`config.mk`:
```
export PLATFORM = sky130hd
export DESIGN_NAME = button_hex_counter
export DESIGN_NICKNAME = d
export VERILOG_FILES = /design/src/rtl/hex_entry_pkg.sv /design/src/rtl/btn_debounce.sv /design/src/rtl/button_hex_counter.sv
export SDC_FILE = /design/constraint.sdc
export NUM_CORES = 1
export LEC_CHECK = 0
export BUFFER_PORTS_ARGS = -buffer_cell sky130_fd_sc_hd__buf_2
export CORE_MARGIN = 2
export CORE_UTILIZATION = 55
export DETAILED_ROUTE_END_ITERATION = 12
export PLACE_DENSITY = 0.72
export SLEW_MARGIN = 25
export SYNTH_ARGS = -nofsm -noshare
export SYNTH_HDL_FRONTEND = slang
export SYNTH_HIERARCHICAL = 1
export SYNTH_SLANG_ARGS = --single-unit
```
`constraint.sdc`:
```
create_clock -name CLK -period 2.4 [get_ports CLK]
set_input_delay 0.24 -clock CLK [delete_from_list [all_inputs] [get_ports CLK]]
set_output_delay 0.24 -clock CLK [all_outputs]
set_load 0.05 [all_outputs]
```
`src/rtl/hex_entry_pkg.sv`:
```
// -----------------------------------------------------------------------------
// hex_entry_pkg
//   Shared definitions for the pushbutton hex-entry path: default cycle counts
//   for debounce and auto-repeat timing, the auto-repeat state encoding and a
//   helper that sizes a counter for a given terminal count.
//   Optional feature macro used by the consumers: BTN_AUTOREPEAT_EN.
// -----------------------------------------------------------------------------
package hex_entry_pkg;

  localparam int DEBOUNCE_CYCLES_DEF = 500000;
  localparam int REPEAT_DELAY_DEF    = 50000000;
  localparam int REPEAT_RATE_DEF     = 10000000;

  typedef enum logic [1:0] {
    RPT_IDLE   = 2'd0,
    RPT_DELAY  = 2'd1,
    RPT_REPEAT = 2'd2
  } rpt_state_t;

  // Width of a counter that runs 0 .. n-1 (never narrower than one bit).
  function automatic int cnt_width(input int n);
    return (n <= 2) ? 1 : $clog2(n);
  endfunction

endpackage

```
`src/rtl/btn_debounce.sv`:
```
// -----------------------------------------------------------------------------
// btn_debounce
//   Two-flop synchronizer followed by a mismatch-count debouncer. The stable
//   level flips only after the synchronized input has disagreed with it for
//   DEBOUNCE_CYCLES consecutive cycles; any agreeing cycle restarts the count.
//   Ports:
//     CLK    in  system clock
//     RST    in  synchronous reset, active-high (everything to "released")
//     Raw    in  asynchronous raw button level, active-high
//     Stable out debounced level
//     Rise   out one-cycle pulse in the cycle Stable goes high
// -----------------------------------------------------------------------------
module btn_debounce
  import hex_entry_pkg::*;
#(
  parameter int DEBOUNCE_CYCLES = DEBOUNCE_CYCLES_DEF
) (
  input  logic CLK,
  input  logic RST,
  input  logic Raw,
  output logic Stable,
  output logic Rise
);

  localparam int            CW       = cnt_width(DEBOUNCE_CYCLES);
  localparam logic [CW-1:0] CNT_LAST = CW'(DEBOUNCE_CYCLES - 1);

  logic          sync1;
  logic          sync2;
  logic [CW-1:0] cnt;

  // NOTE: sequential state uses non-blocking assignments so every flop samples
  // the pre-edge values, which is what makes sync1 -> sync2 a real two-stage chain.
  always_ff @(posedge CLK) begin
    if (RST) begin
      sync1  <= 1'b0;
      sync2  <= 1'b0;
      cnt    <= '0;
      Stable <= 1'b0;
      Rise   <= 1'b0;
    end else begin
      sync1 <= Raw;
      sync2 <= sync1;
      Rise  <= 1'b0;
      if (sync2 == Stable) begin
        cnt <= '0;
      end else if (cnt == CNT_LAST) begin
        // This is the DEBOUNCE_CYCLES-th consecutive disagreeing cycle.
        cnt    <= '0;
        Stable <= sync2;
        Rise   <= sync2;
      end else begin
        cnt <= cnt + CW'(1);
      end
    end
  end

endmodule

```
`src/rtl/button_hex_counter.sv`:
```
// -----------------------------------------------------------------------------
// button_hex_counter
//   Value source for the two-digit hex display. Three debounced pushbuttons
//   step an up/down counter or clear it; Changed pulses in every cycle Value
//   is written (a clear always counts, even when Value is already zero).
//   Priority: a clear press beats everything, and while clear is held all
//   up/down activity is ignored. Up and down held together never step.
//   Arithmetic wraps modulo 2^WIDTH.
//   Optional feature: define BTN_AUTOREPEAT_EN to add hold-to-repeat
//   (IDLE -> DELAY -> REPEAT) with REPEAT_DELAY / REPEAT_RATE timing; those
//   two parameters exist only in that build.
//   Ports:
//     CLK     in  system clock
//     RST     in  synchronous reset, active-high
//     BtnUp   in  raw increment button
//     BtnDn   in  raw decrement button
//     BtnClr  in  raw clear button
//     Value   out current value (WIDTH bits) to the seven-segment decoder
//     Changed out one-cycle pulse coincident with each Value update
// -----------------------------------------------------------------------------
module button_hex_counter
  import hex_entry_pkg::*;
#(
  parameter int WIDTH           = 8,
`ifdef BTN_AUTOREPEAT_EN
  parameter int REPEAT_DELAY    = REPEAT_DELAY_DEF,
  parameter int REPEAT_RATE     = REPEAT_RATE_DEF,
`endif
  parameter int DEBOUNCE_CYCLES = DEBOUNCE_CYCLES_DEF
) (
  input  logic             CLK,
  input  logic             RST,
  input  logic             BtnUp,
  input  logic             BtnDn,
  input  logic             BtnClr,
  output logic [WIDTH-1:0] Value,
  output logic             Changed
);

  logic up_stable, up_rise;
  logic dn_stable, dn_rise;
  logic clr_stable, clr_rise;
  logic step_up, step_dn;

  btn_debounce #(.DEBOUNCE_CYCLES(DEBOUNCE_CYCLES)) u_up (
    .CLK(CLK), .RST(RST), .Raw(BtnUp), .Stable(up_stable), .Rise(up_rise)
  );

  btn_debounce #(.DEBOUNCE_CYCLES(DEBOUNCE_CYCLES)) u_dn (
    .CLK(CLK), .RST(RST), .Raw(BtnDn), .Stable(dn_stable), .Rise(dn_rise)
  );

  btn_debounce #(.DEBOUNCE_CYCLES(DEBOUNCE_CYCLES)) u_clr (
    .CLK(CLK), .RST(RST), .Raw(BtnClr), .Stable(clr_stable), .Rise(clr_rise)
  );

`ifdef BTN_AUTOREPEAT_EN
  localparam int RPT_MAX = (REPEAT_DELAY > REPEAT_RATE) ? REPEAT_DELAY : REPEAT_RATE;
  localparam int RW      = cnt_width(RPT_MAX);
  localparam logic [RW-1:0] DELAY_LAST = RW'(REPEAT_DELAY - 1);
  localparam logic [RW-1:0] RATE_LAST  = RW'(REPEAT_RATE - 1);

  rpt_state_t    rpt_state;
  logic [RW-1:0] rpt_cnt;
  logic          rpt_up;     // direction being repeated: 1 = up, 0 = down
  logic          hold_ok;    // the repeated button is still the only one down
  logic          rpt_fire;

  // NOTE: every signal driven from always_comb gets a default first, so no
  // path through the block can leave it holding a value (no latch).
  always_comb begin
    hold_ok  = rpt_up ? (up_stable & ~dn_stable) : (dn_stable & ~up_stable);
    rpt_fire = 1'b0;
    if (hold_ok) begin
      if (rpt_state == RPT_DELAY)  rpt_fire = (rpt_cnt == DELAY_LAST);
      if (rpt_state == RPT_REPEAT) rpt_fire = (rpt_cnt == RATE_LAST);
    end
    step_up = 1'b0;
    step_dn = 1'b0;
    if (!clr_stable) begin
      step_up = (up_rise & ~dn_stable) | (rpt_fire & rpt_up);
      step_dn = (dn_rise & ~up_stable) | (rpt_fire & ~rpt_up);
    end
  end

  always_ff @(posedge CLK) begin
    if (RST || clr_stable) begin
      rpt_state <= RPT_IDLE;
      rpt_cnt   <= '0;
      rpt_up    <= 1'b0;
    end else begin
      case (rpt_state)
        RPT_IDLE: begin
          rpt_cnt <= '0;
          if (step_up || step_dn) begin
            rpt_state <= RPT_DELAY;
            rpt_up    <= step_up;
          end
        end
        RPT_DELAY, RPT_REPEAT: begin
          if (!hold_ok) begin
            // Released, or the other direction joined in.
            rpt_state <= RPT_IDLE;
            rpt_cnt   <= '0;
          end else if (rpt_fire) begin
            rpt_state <= RPT_REPEAT;
            rpt_cnt   <= '0;
          end else begin
            rpt_cnt <= rpt_cnt + RW'(1);
          end
        end
        default: begin
          rpt_state <= RPT_IDLE;
          rpt_cnt   <= '0;
        end
      endcase
    end
  end
`else
  always_comb begin
    step_up = 1'b0;
    step_dn = 1'b0;
    if (!clr_stable) begin
      step_up = up_rise & ~dn_stable;
      step_dn = dn_rise & ~up_stable;
    end
  end
`endif

  // NOTE: reset here is synchronous: it is just the highest-priority branch
  // inside the clocked block, so it only takes effect on a CLK edge.
  always_ff @(posedge CLK) begin
    if (RST) begin
      Value   <= '0;
      Changed <= 1'b0;
    end else begin
      Changed <= 1'b0;
      if (clr_rise) begin
        Value   <= '0;
        Changed <= 1'b1;
      end else if (step_up) begin
        Value   <= Value + WIDTH'(1);
        Changed <= 1'b1;
      end else if (step_dn) begin
        Value   <= Value - WIDTH'(1);
        Changed <= 1'b1;
      end
    end
  end

endmodule

```
==> qor.yml <==
detail-route-antenna-nets: 0
arrival_ns: 2.51
internal_power_mw: 1.98
dpl.hpwl_mm: 4.76
synth_edf_count: 0
hp-class: "in2reg"
cts_max_level: 3
drv_slew: 0
drt_wl_total_mm: 6.85
path_max_fanout: 8
yosysTopAreaCell: "dfxtp_1"
p_per_area_nw_per_um2: 602
clock-sinks: 78
cpPeakStageDelay_ns: 0.39
syn_nets: 421
die-area_um2: 7420
drc: 0
syn2layout_area_growth_pct: 9.68
first_global_vias: 2766
p_clk_share_pct: 45.5
coreArea_um2: 6420
rsz0062_at_grt: "no"
cp_slowest_cell: "a2111o_1"
final_net_count: 438
endpoint_kind: "flop"
postCtsSetupRepairBufs: 0
synth_area_leaders: "dfxtp_1 42%, xor2_1 5.4%, nor2_1 4.6%"
crit_path_start_kind: "flop"
grt_overflow: 0
die_y_um: 86.1
clk_latency_ns: 0.34
outcome: "finished clean"
numCtsBuffers: 9
cts_root_buf: "clkbuf_8"
path_cells: "nor2b_1 > nand2b_2 > ha_1 > a211oi_2 > o211ai_2 > a2111o_1 > o21ai_2 > mux2i_1"
antenna_found_initial: 0
clockBufferDepth: 2
io_buffers: 13
die_w_um: 86.1
hold_viol_final: 0
vias: 2907
p_seq_share_pct: 53.2
viasPerCell: 5.76
synth.ff_latch_count: 78
seq_area_frac_synth_pct: 42.1
critPathTopFamily: "compound AO/OA/AOI/OAI gates"
layout_min_cycle_time_ns: 2.24
finalHoldWorstSlack_ns: 0.129
worst_pin_slew_ns: 0.499
synth.most_common_cell: "dfxtp_1"
swShare_pct: 19.1
nFillCells: 543
firstDrtPassIters: 4
critPathRequiredTime_ns: 2.67
track_usage_pct: 20.1
power_frac_comb_pct: 1.3
yosysWarningCount: 6
setup_viol: 0
clock_skew_ns: 0.00942
synth_area_per_cell_um2: 9.14
power_mw: 2.45
tritoncts: "done"
stdcell_count: 505
synthFlopType: "dfxtp_1"
grt_max_degree: 21
initial_core_util_pct: 57.8
dpl.cell_count: 489
async_reset_ff_share_pct: 0
crit_type: "reg2reg"
first_iter_violations: 92
netlist_top_cells_count: "78 x dfxtp_1, 45 x nor2_1, 29 x nand2_1"
pin_count: 14
grt_pass1_wl_mm: 12.1
fin_setup_tns_ns: 0
synth_area_um2: 3710
vdd_drop_max_v: 0.000523
relSlewSlack_pct: 66.6
std_cell_rows: 29
gp_congestion: 0.845
switchingPower_mw: 0.468
wire_per_inst_um: 13.6
synth_top_area_share_pct: 42.1
leakage_nw: 1.40
max_freq_mhz: 447
cap_violations: 0
timing.final.crit_share_pct: 93.3
synthCells: 406
clk_pin_slew_ns: 0.08
drive_above_1_share_pct: 12.6
antennaDiodeCount: 0
path_buf_inv: 0
ys_types: 55
[cells in the final DEF (no fill, tap or decap), drive strengths merged, types with 2 or more instances in the layout]
cell    count
nor4b       5
o31ai       8
inv        10
a21oi      29
nand2      29
xor2       23
buf        16
nor4        5
and4       11
or3        15
a211oi      2
xnor2      14
nor3        5
nor2       45
or2         2
a21o        3
bufinv      2
mux2i       2
and3        4
or4        11
nand4      17
and2        4
o21ai      21
nor2b       7
dfxtp      78
nand2b      3
ha          9
nand3      20
o211ai      2
clkbuf     13
nor3b       2
[layout make-up]
| type | count | area (um2) | share of cell area (%) |
|---|---|---|---|
| Multi-Input combinational cell | 308 | 2050 | 50.4 |
| Sequential cell | 78 | 1560 | 38.4 |
| Clock buffer | 13 | 169 | 4.15 |
| Tap cell | 77 | 96.3 | 2.37 |
| Timing Repair Buffer | 16 | 87.6 | 2.15 |
| Clock inverter | 3 | 65.1 | 1.60 |
| Inverter | 10 | 37.5 | 0.923 |
[metrics by stage]
step	worst slack, ns	utilization [%]	cell area [um2]
floorplan	0.295	-	3710
global placement	0.173	59.7	3830
detailed placement	0.0634	59.7	3830
CTS	0.0511	63.3	4070
global route	0.0200	63.4	4070
finish	0.161	63.4	4070
[sequential cells by signal, summed over array words and instances, names as in the netlist]
| name | count |
|---|---|
| Changed | 1 |
| Value | 8 |
| u_clr/Rise | 1 |
| u_clr/Stable | 1 |
| u_clr/cnt | 19 |
| u_clr/sync1 | 1 |
| u_clr/sync2 | 1 |
| u_dn/Rise | 1 |
| u_dn/Stable | 1 |
| u_dn/cnt | 19 |
| u_dn/sync1 | 1 |
| u_dn/sync2 | 1 |
| u_up/Rise | 1 |
| u_up/Stable | 1 |
| u_up/cnt | 19 |
| u_up/sync1 | 1 |
| u_up/sync2 | 1 |
[path summary, 6_finish.rpt]
| check | startpoint | to | slack (ns) | depth (start not counted) |
|---|---|---|---|---|
| min | BtnDn | u_dn/sync1 | 0.13 | 2 |
| max reg2reg | u_dn/Stable | Value[7] | 0.16 | 8 |
| max | u_dn/Stable | Value[7] | 0.16 | 8 |
| min reg2reg | u_clr/sync1 | u_clr/sync2 | 0.44 | 1 |
[per-layer routing]
layer,track usage [%],wire length [um]
met1,25.9,3380
met2,33.0,3200
met3,3.75,176
met4,8.23,92
met5,0,0
[cells by family (layout without fill, tap and decap cells)]
family	count (synthesis)	count (layout)	share of synthesized area, %
and+or+nand+nor	188	188	29.9
xor gates and xnor gates	37	37	8.74
muxes	2	2	0.540
buffers and inverters	20	42	2.66
DFF	78	78	42.1
AOI/OAI and AO/OA	71	71	12.5
adders and majority gates	10	10	3.58
[power by group through the flow]
| stage | sequential [mW] | clock [mW] | combinational [mW] |
|---|---|---|---|
| 2_1_floorplan | 1.33 | 0 | 0.0198 |
| 4_1_cts | 1.30 | 1.15 | 0.0311 |
| 3_3_place_gp | 1.33 | 0 | 0.0306 |
| 5_1_grt | 1.30 | 1.20 | 0.0348 |
| 6_report | 1.30 | 1.11 | 0.0306 |
| 3_5_place_dp | 1.33 | 0 | 0.0309 |
[worst register-to-register path, cell delays in order (launching register included)]
cell and delay [ns]:
dfxtp_1 0.36, nor2b_1 0.20, nand2b_2 0.19, ha_1 0.35
a211oi_2 0.31, o211ai_2 0.13, a2111o_1 0.39, o21ai_2 0.07
mux2i_1 0.19
[what timing repair did]
action                     4_1_cts  5_1_grt
gates resized for setup          0        1
setup endpoints to repair        0        1
hold buffers                     0        0
No activity file was read; power rests on OpenSTA's default activity.
